## src/rtl/cache_snoop_responder_pkg.sv

```systemverilog
// Shared bus/MESI/message types for the L2 snoop path, plus snoop-result and responder FSM enums.
package cache_snoop_responder_pkg;

   typedef enum logic [2:0] {NULL, READ, WRITE, INVALIDATE, RWIM} bus_struct;
   typedef enum logic [1:0] {I, S, E, M} mesi_struct;
   typedef enum logic [1:0] {N_NULL, SNOOP_READ_REQ, SNOOP_READ_WITH_M, SNOOP_INVALID_CMD} n_struct;

   typedef enum logic [1:0] {NOHIT, HIT, HITM} snoop_t;
   typedef enum logic [2:0] {ST_IDLE, ST_LOOKUP, ST_RESPOND, ST_WRITEBACK, ST_NOTIFY} resp_state_t;

   // Ops that pull the line's data to another cache.
   function automatic logic is_read_like(input bus_struct op);
      return (op == READ) || (op == RWIM);
   endfunction

endpackage

```

## src/rtl/cache_snoop_responder_decode.sv

```systemverilog
// Combinational snoop decode: (op, hit, MESI state) -> snoop result, message and follow-up actions.
module cache_snoop_decode
   import cache_snoop_responder_pkg::*;
(
   input  bus_struct  op_i,
   input  logic       hit_i,
   input  mesi_struct state_i,
   output snoop_t     snoop_o,
   output n_struct    msg_o,
   output logic       need_wb_o,
   output logic       need_notify_o,
   output logic       proto_err_set_o
);

   always_comb begin
      snoop_o         = NOHIT;
      msg_o           = N_NULL;
      need_wb_o       = 1'b0;
      need_notify_o   = 1'b0;
      proto_err_set_o = 1'b0;

      // A snooped WRITE never hits: only the owning cache writes the line back.
      if (hit_i && (state_i != I) && (op_i != WRITE) && (op_i != NULL)) begin
         snoop_o = (state_i == M) ? HITM : HIT;
      end

      case (op_i)
         READ:       msg_o = SNOOP_READ_REQ;
         RWIM:       msg_o = SNOOP_READ_WITH_M;
         INVALIDATE: msg_o = SNOOP_INVALID_CMD;
         default:    msg_o = N_NULL;
      endcase

      need_notify_o   = (snoop_o != NOHIT) && (msg_o != N_NULL);
      need_wb_o       = (snoop_o == HITM) && is_read_like(op_i);
      proto_err_set_o = (snoop_o == HITM) && (op_i == INVALIDATE);
   end

endmodule

```

## src/rtl/cache_snoop_responder.sv

```systemverilog
// Answers bus ops snooped from other caches: tag lookup, snoop result, optional writeback, MESI message.
module cache_snoop_responder
   import cache_snoop_responder_pkg::*;
#(
   parameter int ADDR_W         = 32,
   parameter int LOOKUP_TIMEOUT = 15
) (
   input  logic              clk,
   input  logic              rstb,
   input  logic              snp_valid,
   input  bus_struct         snp_op,
   input  logic [ADDR_W-1:0] snp_addr,
   output logic              snp_ready,
   output logic              lk_req,
   output logic [ADDR_W-1:0] lk_addr,
   input  logic              lk_ack,
   input  logic              lk_hit,
   input  mesi_struct        lk_state,
   output logic              rsp_valid,
   output logic              C_out,
   output logic              hitm_out,
   output logic              wb_req,
   input  logic              wb_done,
   output logic              nmsg_valid,
   output n_struct           nmsg_out,
   output logic              lk_timeout,
   output logic              proto_err
);

   localparam int TO_W = $clog2(LOOKUP_TIMEOUT + 1);

   resp_state_t       state_q, state_d;
   logic [TO_W-1:0]   cnt_q, cnt_d;
   bus_struct         op_q;
   logic [ADDR_W-1:0] addr_q;
   n_struct           msg_q;
   logic              need_wb_q, need_notify_q;
   logic              snp_ready_q, lk_req_q, rsp_valid_q, c_q, hitm_q, wb_req_q;
   logic              nmsg_valid_q, lk_timeout_q, proto_err_q;
   n_struct           nmsg_q;

   logic              accept, lk_done, to_set;
   snoop_t            dec_snoop;
   n_struct           dec_msg;
   logic              dec_wb, dec_notify, dec_perr;

   // A timed-out lookup has lk_ack low, so the decode sees a miss.
   cache_snoop_decode u_decode (
      .op_i            (op_q),
      .hit_i           (lk_ack & lk_hit),
      .state_i         (lk_state),
      .snoop_o         (dec_snoop),
      .msg_o           (dec_msg),
      .need_wb_o       (dec_wb),
      .need_notify_o   (dec_notify),
      .proto_err_set_o (dec_perr)
   );

   assign accept = (state_q == ST_IDLE) && snp_valid && (snp_op != NULL);

   always_comb begin
      state_d = state_q;
      cnt_d   = cnt_q;
      lk_done = 1'b0;
      to_set  = 1'b0;
      case (state_q)
         ST_IDLE: begin
            cnt_d = '0;
            if (accept) state_d = ST_LOOKUP;
         end
         ST_LOOKUP: begin
            cnt_d = cnt_q + 1'b1;
            if (lk_ack) begin
               lk_done = 1'b1;
               state_d = ST_RESPOND;
            end else if (cnt_d == TO_W'(LOOKUP_TIMEOUT)) begin
               lk_done = 1'b1;
               to_set  = 1'b1;
               state_d = ST_RESPOND;
            end
         end
         ST_RESPOND: begin
            if (need_wb_q)          state_d = ST_WRITEBACK;
            else if (need_notify_q) state_d = ST_NOTIFY;
            else                    state_d = ST_IDLE;
         end
         ST_WRITEBACK: if (wb_done) state_d = ST_NOTIFY;
         ST_NOTIFY:    state_d = ST_IDLE;
         default:      state_d = ST_IDLE;
      endcase
   end

   // Outputs are registered from the next state so each strobe lines up with its state.
   always_ff @(posedge clk or negedge rstb) begin
      if (!rstb) begin
         state_q       <= ST_IDLE;
         cnt_q         <= '0;
         op_q          <= NULL;
         addr_q        <= '0;
         msg_q         <= N_NULL;
         need_wb_q     <= 1'b0;
         need_notify_q <= 1'b0;
         snp_ready_q   <= 1'b1;
         lk_req_q      <= 1'b0;
         rsp_valid_q   <= 1'b0;
         c_q           <= 1'b0;
         hitm_q        <= 1'b0;
         wb_req_q      <= 1'b0;
         nmsg_valid_q  <= 1'b0;
         nmsg_q        <= N_NULL;
         lk_timeout_q  <= 1'b0;
         proto_err_q   <= 1'b0;
      end else begin
         state_q <= state_d;
         cnt_q   <= cnt_d;
         if (accept) begin
            op_q   <= snp_op;
            addr_q <= snp_addr;
         end
         if (lk_done) begin
            msg_q         <= dec_msg;
            need_wb_q     <= dec_wb;
            need_notify_q <= dec_notify;
         end
         snp_ready_q  <= (state_d == ST_IDLE);
         lk_req_q     <= (state_d == ST_LOOKUP);
         rsp_valid_q  <= (state_d == ST_RESPOND);
         c_q          <= lk_done && (dec_snoop != NOHIT);
         hitm_q       <= lk_done && (dec_snoop == HITM);
         wb_req_q     <= (state_d == ST_WRITEBACK);
         nmsg_valid_q <= (state_d == ST_NOTIFY);
         nmsg_q       <= (state_d == ST_NOTIFY) ? msg_q : N_NULL;
         lk_timeout_q <= lk_timeout_q | to_set;
         proto_err_q  <= proto_err_q | (lk_done & dec_perr);
      end
   end

   assign snp_ready  = snp_ready_q;
   assign lk_req     = lk_req_q;
   assign lk_addr    = addr_q;
   assign rsp_valid  = rsp_valid_q;
   assign C_out      = c_q;
   assign hitm_out   = hitm_q;
   assign wb_req     = wb_req_q;
   assign nmsg_valid = nmsg_valid_q;
   assign nmsg_out   = nmsg_q;
   assign lk_timeout = lk_timeout_q;
   assign proto_err  = proto_err_q;

endmodule
```

## config.mk

```make
export PLATFORM = sky130hd
export DESIGN_NAME = cache_snoop_responder
export DESIGN_NICKNAME = d
export VERILOG_FILES = /design/src/rtl/cache_snoop_responder_pkg.sv /design/src/rtl/cache_snoop_responder_decode.sv /design/src/rtl/cache_snoop_responder.sv
export SDC_FILE = /design/constraint.sdc
export NUM_CORES = 1
export LEC_CHECK = 0
export BUFFER_PORTS_ARGS = -buffer_cell sky130_fd_sc_hd__buf_2
export CORE_UTILIZATION = 30
export CTS_CLUSTER_SIZE = 14
export DETAILED_ROUTE_END_ITERATION = 8
export GPL_TIMING_DRIVEN = 0
export SLEW_MARGIN = 25
export SYNTH_ARGS = -nofsm -noshare
export SYNTH_HDL_FRONTEND = slang
export SYNTH_SLANG_ARGS = --single-unit
```

## constraint.sdc

```tcl
create_clock -name clk -period 1.9 [get_ports clk]
set_input_delay 0.285 -clock clk [delete_from_list [all_inputs] [get_ports clk]]
set_output_delay 0.285 -clock clk [all_outputs]
set_load 0.03 [all_outputs]
```

# Yosys cells after proc, flatten, opt, wreduce, memory -nomap -nowiden
# Index checks and enable logic that the tools add are counted.
[op_classes]
n_addsub = 1
n_eq_ne = 14
muxes = 17
bitwise_logic = 4
n_reduce_logical = 19
[op_table]
columns = ["operator", "n"]
rows = [
  ["3-bit 2-to-1 mux", 6],
  ["3-bit by 2-bit == test with 1-bit output (second input constant)", 5],
  ["3-bit case mux with 4 select lines", 1],
  ["1-bit logical AND", 10],
  ["3-bit by 1-bit == test with 1-bit output (second input constant)", 3],
  ["4-bit case mux with 2 select lines", 1],
  ["2-bit nonzero test", 4],
  ["3-bit == test (second input constant)", 2],
  ["3-bit zero test", 2],
  ["2-bit 2-to-1 mux", 3],
  ["2-bit case mux with 3 select lines", 1],
  ["3-bit nonzero test", 2],
  ["1-bit 2-to-1 mux", 5],
  ["4-bit by 1-bit adder with 4-bit output (second input constant)", 1],
  ["2-bit == test (second input constant)", 2],
  ["4-bit == test (second input constant)", 1],
  ["3-bit by 2-bit inequality test with 1-bit output (second input constant)", 1],
  ["1-bit bitwise AND", 2],
  ["1-bit bitwise OR", 2],
  ["1-bit logical OR", 1],
]
[word_totals]
reg_bits = 57
inputBits = 43
word_cells = 72

# Logic depth before layout (Yosys ltp)
# Gate-level depths: netlist of run 1.
[logic_depth]
depth_word = 9
mapped_depth = 6
ltp_nobuf = 5

# Modules after synthesis
# Synthesis of run 1 repeated with hierarchy kept, for this count alone.
[hier_totals]
hier_cells = 169
hier_area_um2 = 2384.8
[modules_own_cells]
columns = ["module", "n_inst", "cells_per_inst", "area_each_um2"]
rows = [
  ["cache_snoop_responder", 1, 154, 2294.7],
  ["cache_snoop_decode", 1, 15, 90.1],
]

# Least setup slack after synthesis of run 1
# Ideal clock, no wire load.
[synth_timing]
path_kind = "reg2reg"
start = "register state_q[1]"
end = "register addr_q[10] (netlist: lk_addr[10])"
setup_time_ps = 127
arrival_ps = 1546
required_ps = 1773
setup_slack_ps = 226
stages_incl_launch_ff = 6
n_path_buf = 2
period_less_slack_ps = 1674
path_cell_list = "dfrtp_1 or2_4 nor4b_2 buf_4 buf_6 mux2_1"
[synth_via]
elab_chain_cells = 3
[synth_rtl]
columns = ["element", "line_no", "source"]
rows = [
  ["start, declared", "cache_snoop_responder.sv:32", "resp_state_t state_q, state_d;"],
  ["start signal, assigned", "cache_snoop_responder.sv:114", "state_q <= state_d;"],
  ["3-bit zero test", "cache_snoop_responder.sv:59", "assign accept = (state_q == ST_IDLE) && snp_valid && (snp_op != NULL);"],
  ["1-bit logical AND (2 in a row)", "cache_snoop_responder.sv:59", ""],
  ["end signal, assigned", "cache_snoop_responder.sv:118", "addr_q <= snp_addr;"],
  ["end, declared", "cache_snoop_responder.sv:35", "logic [ADDR_W-1:0] addr_q;"],
]
# No other way between the ends.
# A chain may end at the register's enable or synchronous reset.

# Worst setup path in the final report of run 1
[layout_timing]
start = "register cnt_q[0]"
end = "register proto_err_q (netlist: proto_err)"
[layout_via]
elab_chain_cells = 7
[layout_rtl]
columns = ["element", "line_no", "source"]
rows = [
  ["start, declared", "cache_snoop_responder.sv:33", "logic [TO_W-1:0] cnt_q, cnt_d;"],
  ["start signal, assigned", "cache_snoop_responder.sv:115", "cnt_q <= cnt_d;"],
  ["4-bit by 1-bit adder with 4-bit output", "cache_snoop_responder.sv:72", "cnt_d = cnt_q + 1'b1;"],
  ["4-bit == test", "cache_snoop_responder.sv:76", "end else if (cnt_d == TO_W'(LOOKUP_TIMEOUT)) begin"],
  ["1-bit 2-to-1 mux", "cache_snoop_responder.sv:76", ""],
  ["1-bit 2-to-1 mux", "cache_snoop_responder.sv:73", "if (lk_ack) begin"],
  ["1-bit 2-to-1 mux", "cache_snoop_responder.sv:66", "case (state_q)"],
  ["1-bit bitwise AND", "cache_snoop_responder.sv:134", "proto_err_q <= proto_err_q | (lk_done & dec_perr);"],
  ["1-bit bitwise OR", "cache_snoop_responder.sv:134", ""],
  ["end signal, assigned", "cache_snoop_responder.sv:134", ""],
  ["end, declared", "cache_snoop_responder.sv:39", "logic nmsg_valid_q, lk_timeout_q, proto_err_q;"],
]
# No other way between the ends.

==> impl_metrics.ini, run 1 <==
[detailed_routing]
routedWlPerCell_um = 11.85
viasPerCell = 4.340
firstDrtPassIters = 4
ant_nets = 0
via_count = 1597
wl_um = 4359
drc = 0
drt_iter0_markers = 33

[setup_path]
startpoint = cnt_q[0]
crit_required_ns = 2.11
timing.rr.start = cnt_q[0]
cp.arrival_ns = 2.00
critical_path_class = reg -> reg
critPathMaxFanout = 8
start_kind = register
endpoint_kind = register

[clock_network]
clkTransAtPathRegs_ns = 0.07
cts_sinks = 57
cts-htree-levels = 3
cts-root-buf = clkbuf_8
cts_hold_buf = 0
clk_path_buf_depth = 2
clk_latency_ns = 0.32
numCtsBuffers = 9
cts_tree = built

[layout]
utilization = 0.4306
final_cell_mix = buf_2 (85), dfrtp_1 (56), mux2_2 (21), mux2_1 (17), clkbuf_8 (12)
fill_cells = 684
area_growth_pct = 37.12
postLayoutCellArea_sq_mm = 0.003157
multi_input_area_sq_um = 823.3
regArea_sq_mm = 0.001428
antennaDiodeCount = 0
drive_gt1_frac = 0.5130
final_common_cell = buf_2
layout.nets = 309
final_cells = 368

[floorplan]
start_util = 0.3140
dieHeight_um = 89.60
num_rows = 31
die_width_um = 89.60
num_io_pins = 86
core_area_sq_mm = 0.007331
die_area_sq_mm = 0.008028

[sta]
maxSlewViolCount = 0
hold_viol = 0
max_slew_margin = 0.5357
fin_crit_ns = 1.783
clock.fmax_mhz = 560.9
whs_ns = 0.02302
skew_ns = 0.007727
post-route-period-util = 0.9383
tightest_slew_ns = 0.6965
final-setup-viol-count = 0

[logic_synthesis]
yosysWarningCount = 0
ys_types = 38
syn_nets = 209
synthTopCellsByArea = dfrtp_1 (61%), mux2_2 (10%), mux2_1 (8.3%)
synth_largest_area_cell = dfrtp_1
syn_area_sq_mm = 0.002302
ys_seq_elements = 57
synth_area_per_cell_sq_um = 14.04
synth_flop_cell = dfrtp_1
yosys.area.top_type_share = 0.6087
synth_edf_count = 0
synthCells = 164
ys_seq_area_frac = 0.6201
ys_async_sr_fraction = 1.000

[grt]
grt_overflow = 0
grt_antenna_before_repair = 0
grt_pass1_wl_um = 7134
grt_use_total = 0.1198
grt_max_degree = 58
grt_pass1_vias = 1531

[pwr]
ir_worst_vdd_mv = 0.8727
p_per_area_mw_per_mm2 = 1814
p_leak_nw = 1.552

[worst_hold_path]
hp-class = in -> async

[placement]
portBuffers = 85
dp.cells = 348
globalplace.congestion = 0.7262
placed_area_sq_mm = 0.002854
dp_hpwl_um = 3104

[status]
status = finished, final reports clean

[job]
max-cap-violations = 0
where the power goes:
part           total, mW  internal, mW  switching, mW
Combinational       2.31         0.895           1.42
Sequential          1.97          1.72          0.253
Clock               1.44         0.979          0.463
Total               5.73          3.59           2.13
layout make-up:
cell class,instances,area share
clock buffers,12,0.05232
clock inverters,4,0.03092
plain buffers,5,0.01348
multi-input cells,97,0.2608
well taps,99,0.03924
inverters,5,0.005945
repair buffers,89,0.1451
flip-flops and latches,57,0.4522
cells by family after synthesis:
family / after synthesis / synth area share
simple gates: 38 / 0.09348
fa+ha+maj: 2 / 0.01087
flops: 57 / 0.6201
compound gates: 16 / 0.05164
mux: 38 / 0.1859
xor+xnor: 3 / 0.01142
buf+inv: 10 / 0.02663
through the flow:
step                total power [mW]  worst slack, ns   TNS (ns)
finish                         5.727           0.1172          0
global route                   6.113        -0.001216  -0.001216
CTS                            5.780          0.03271          0
detailed placement             4.300          0.04056          0
global placement               4.264          0.07207          0
floorplan                      3.639           0.2263          0
worst paths after layout:
path | to | slack, ns | cells past startpoint
setup / recovery | proto_err | 0.12 | 6
hold / removal | lk_addr[31] | 0.02 | 1
setup reg to reg | proto_err | 0.12 | 6
hold reg to reg | proto_err | 0.47 | 1
max in group asynchronous | op_q[1] | 1.43 | 1
min in group clk | lk_addr[14] | 0.18 | 2
per-layer routing:
metal,share of wire,vias up,global-route usage
met2,0.44,52,0.1763
met5,0,-,0
met4,0.0099,0,0.06061
met3,0.081,5,0.05119
li1,-,778,-
met1,0.47,762,0.1503
critical path: stages (launching register included):
cell	delay (ns)
dfrtp_1	0.43
ha_1	0.23
nor2b_2	0.17
a31oi_1	0.31
o22ai_4	0.17
buf_4	0.17
a41o_1	0.19
registers in the layout, indices dropped and copies added, names as in the netlist, 2 cells and up:
| signal | flops |
|---|---|
| op_q | 3 |
| cnt_q | 4 |
| lk_addr | 32 |
| state_q | 3 |
| msg_q | 2 |
| nmsg_out | 2 |
cells in the mapped netlist, drive strengths merged, types with 3 or more instances:
| library cell | number |
|---|---|
| inv | 5 |
| nand2 | 10 |
| and2 | 3 |
| nor2 | 5 |
| nand2b | 5 |
| o21ai | 4 |
| dfrtp | 56 |
| mux2 | 38 |
| buf | 5 |
timing repair:
item	CTS	global route
setup endpoints to repair	0	20
buffers inserted	0	4
resized for setup	0	2
No activity file was read; power rests on OpenSTA's default activity.
==> run 2, diff against run 1 <==
--- a/config.mk
+++ b/config.mk
@@ -6,6 +6,7 @@
 export NUM_CORES = 1
 export LEC_CHECK = 0
 export BUFFER_PORTS_ARGS = -buffer_cell sky130_fd_sc_hd__buf_2
+export CORE_MARGIN = 2
 export CORE_UTILIZATION = 30
 export CTS_CLUSTER_SIZE = 14
 export DETAILED_ROUTE_END_ITERATION = 8
==> run 2 against run 1 <==
Total power is 3.3% lower. Count of clock-buffer cells in the layout is 3 lower. Clock power decreased by 14%. Clock skew grew 0.00060 ns. First-iteration DRC count is 21% higher. Combinational power about the same. Register-to-register slack improved by 0.02 ns. Final area is 1.6% lower. Sequential cell count did not move. Hold slack worse by 0.011 ns. Utilization is 0.70 points lower. Routed wire length is 7.4% higher. Critical path type unchanged.
==> impl_metrics.ini, run 2 (synthesized netlist as in run 1, its figures left out) <==
[pwr]
clkPwrFrac = 0.224
ir_worst_vdd_mv = 0.8137
sw_frac_of_total = 0.3950
p_per_area_mw_per_mm2 = 1784
switchingPower_mw = 2.188
power.share.sequential = 0.357
internal_power_mw = 3.351
combPwrFrac = 0.419
p_leak_nw = 1.526

[sta]
skew_ns = 0.008331
setup_tns_ns = 0
final-setup-viol-count = 0
tightest_slew_ns = 0.6974
max_slew_margin = 0.5351
clock.fmax_mhz = 568.5
rsz0062_at_grt = no
fin_crit_ns = 1.759
post-route-period-util = 0.9258
hold_viol = 0
maxSlewViolCount = 0

[setup_path]
slowest_stage = dfrtp_1
crit_chain = or2_4, nor4b_2, buf_4, buf_6, mux2_1
start_kind = register
cp.arrival_ns = 1.97
r2r_cells = 5
cp_slowest_stage_delay_ns = 0.42
critical_path_class = reg -> reg
endpoint_kind = register
crit_required_ns = 2.11
critPathMaxFanout = 10

[floorplan]
die_area_sq_mm = 0.008391
num_io_pins = 86
die_width_um = 91.60
core_area_sq_mm = 0.007331
num_rows = 31
dieHeight_um = 91.60
start_util = 0.3140

[grt]
grt_use_total = 0.1192
grt_max_degree = 58
grt_pass1_wl_um = 7645
grt_pass1_vias = 1601
grt_antenna_before_repair = 0
grt_overflow = 0

[layout]
area_growth_pct = 34.89
fill_cells = 724
postLayoutCellArea_sq_mm = 0.003105
antennaDiodeCount = 0
largest_register_ffs = 32
final_common_cell = buf_2
final_cell_mix = buf_2 (85), dfrtp_1 (55), mux2_2 (21), mux2_1 (17), nand2_1 (10)
final_cells = 368
layout.nets = 309
drive_gt1_frac = 0.5167

[status]
status = finished, final reports clean

[clock_network]
cts-htree-levels = 3
cts_sinks = 57
clk_path_buf_depth = 2
cts_tree = built
clkTransAtPathRegs_ns = 0.07
clk_latency_ns = 0.33
numCtsBuffers = 9
cts_hold_buf = 0
cts-root-buf = clkbuf_8

[placement]
portBuffers = 85
dp_hpwl_um = 3358
placed_area_sq_mm = 0.002854
globalplace.congestion = 0.7366
dp.cells = 348

[detailed_routing]
wl_um = 4681
drc = 0
routedWlPerCell_um = 12.72
firstDrtPassIters = 4
via_count = 1622
ant_nets = 0
drt_iter0_markers = 40
viasPerCell = 4.408

[worst_hold_path]
hp-class = in -> async

[job]
max-cap-violations = 0
==> run 2: cell types whose count changed in the layout (fill, tap and decap cells not counted), sizes merged <==
cell and change:
clkinvlp +1, inv +1, bufinv -1, clkinv +2, clkbuf -3
==> run 2: stage by stage <==
step	utilization	setup slack, ns	hold slack, ns	total power [mW]
final	0.4236	0.1410	0.01187	5.539
after floorplan	-	0.2263	-0.01059	3.639
after detailed placement	0.3893	0.04600	0.3977	4.326
after CTS	0.4190	0.03400	0.02852	5.586
after global routing	0.4236	0.02131	0.05457	5.884
after global placement	0.3890	0.07478	0.4519	4.274
==> run 2: what timing repair did <==
item                       CTS  global route
buffers inserted             0             4
resized for setup            0             2
setup endpoints to repair    0            16
==> run 2: path summary, 6_finish.rpt <==
check	from	endpoint	slack, ns
worst max-delay path	state_q[1]	lk_addr[16]	0.14
worst min-delay path	rstb	need_wb_q	0.01
min in group clk	snp_addr[11]	lk_addr[11]	0.16
max in group asynchronous	rstb	cnt_q[0]	1.40
worst max register to register	state_q[1]	lk_addr[16]	0.14
worst min register to register	proto_err	proto_err	0.47
==> run 2: area by class of cell <==
cell class,count,area [sq um],share of cell area
Tap cell,99,123.9,0.03989
Inverter,5,18.77,0.006044
Multi-Input combinational cell,97,815.8,0.2627
Clock buffer,9,123.9,0.03989
Clock inverter,7,93.84,0.03022
Timing Repair Buffer,89,457.9,0.1475
Buffer,5,42.54,0.01370
Sequential cell,57,1429,0.4601
==> run 2: per-layer routing <==
metal,track usage,wire [um],vias up
met2,0.1795,2188,54
met1,0.1484,2091,787
met4,0.06818,85,0
met3,0.04066,316,7
li1,-,-,774
met5,0,0,-
==> run 2: worst max-delay path, delay by kind of cell (launching register included) <==
family        cells  cell delay [ns]
buf+inv           2             0.34
mux               1             0.33
flops             1             0.42
simple gates      2             0.54
==> run 2: power by group through the flow <==
stage	Clock (mW)	Combinational, mW	Sequential [mW]
after floorplan	0	0.855	2.78
after global placement	0	2.29	1.99
after detailed placement	0	2.32	2.01
after CTS	1.28	2.32	1.99
after global routing	1.34	2.49	2.05
final	1.24	2.32	1.98
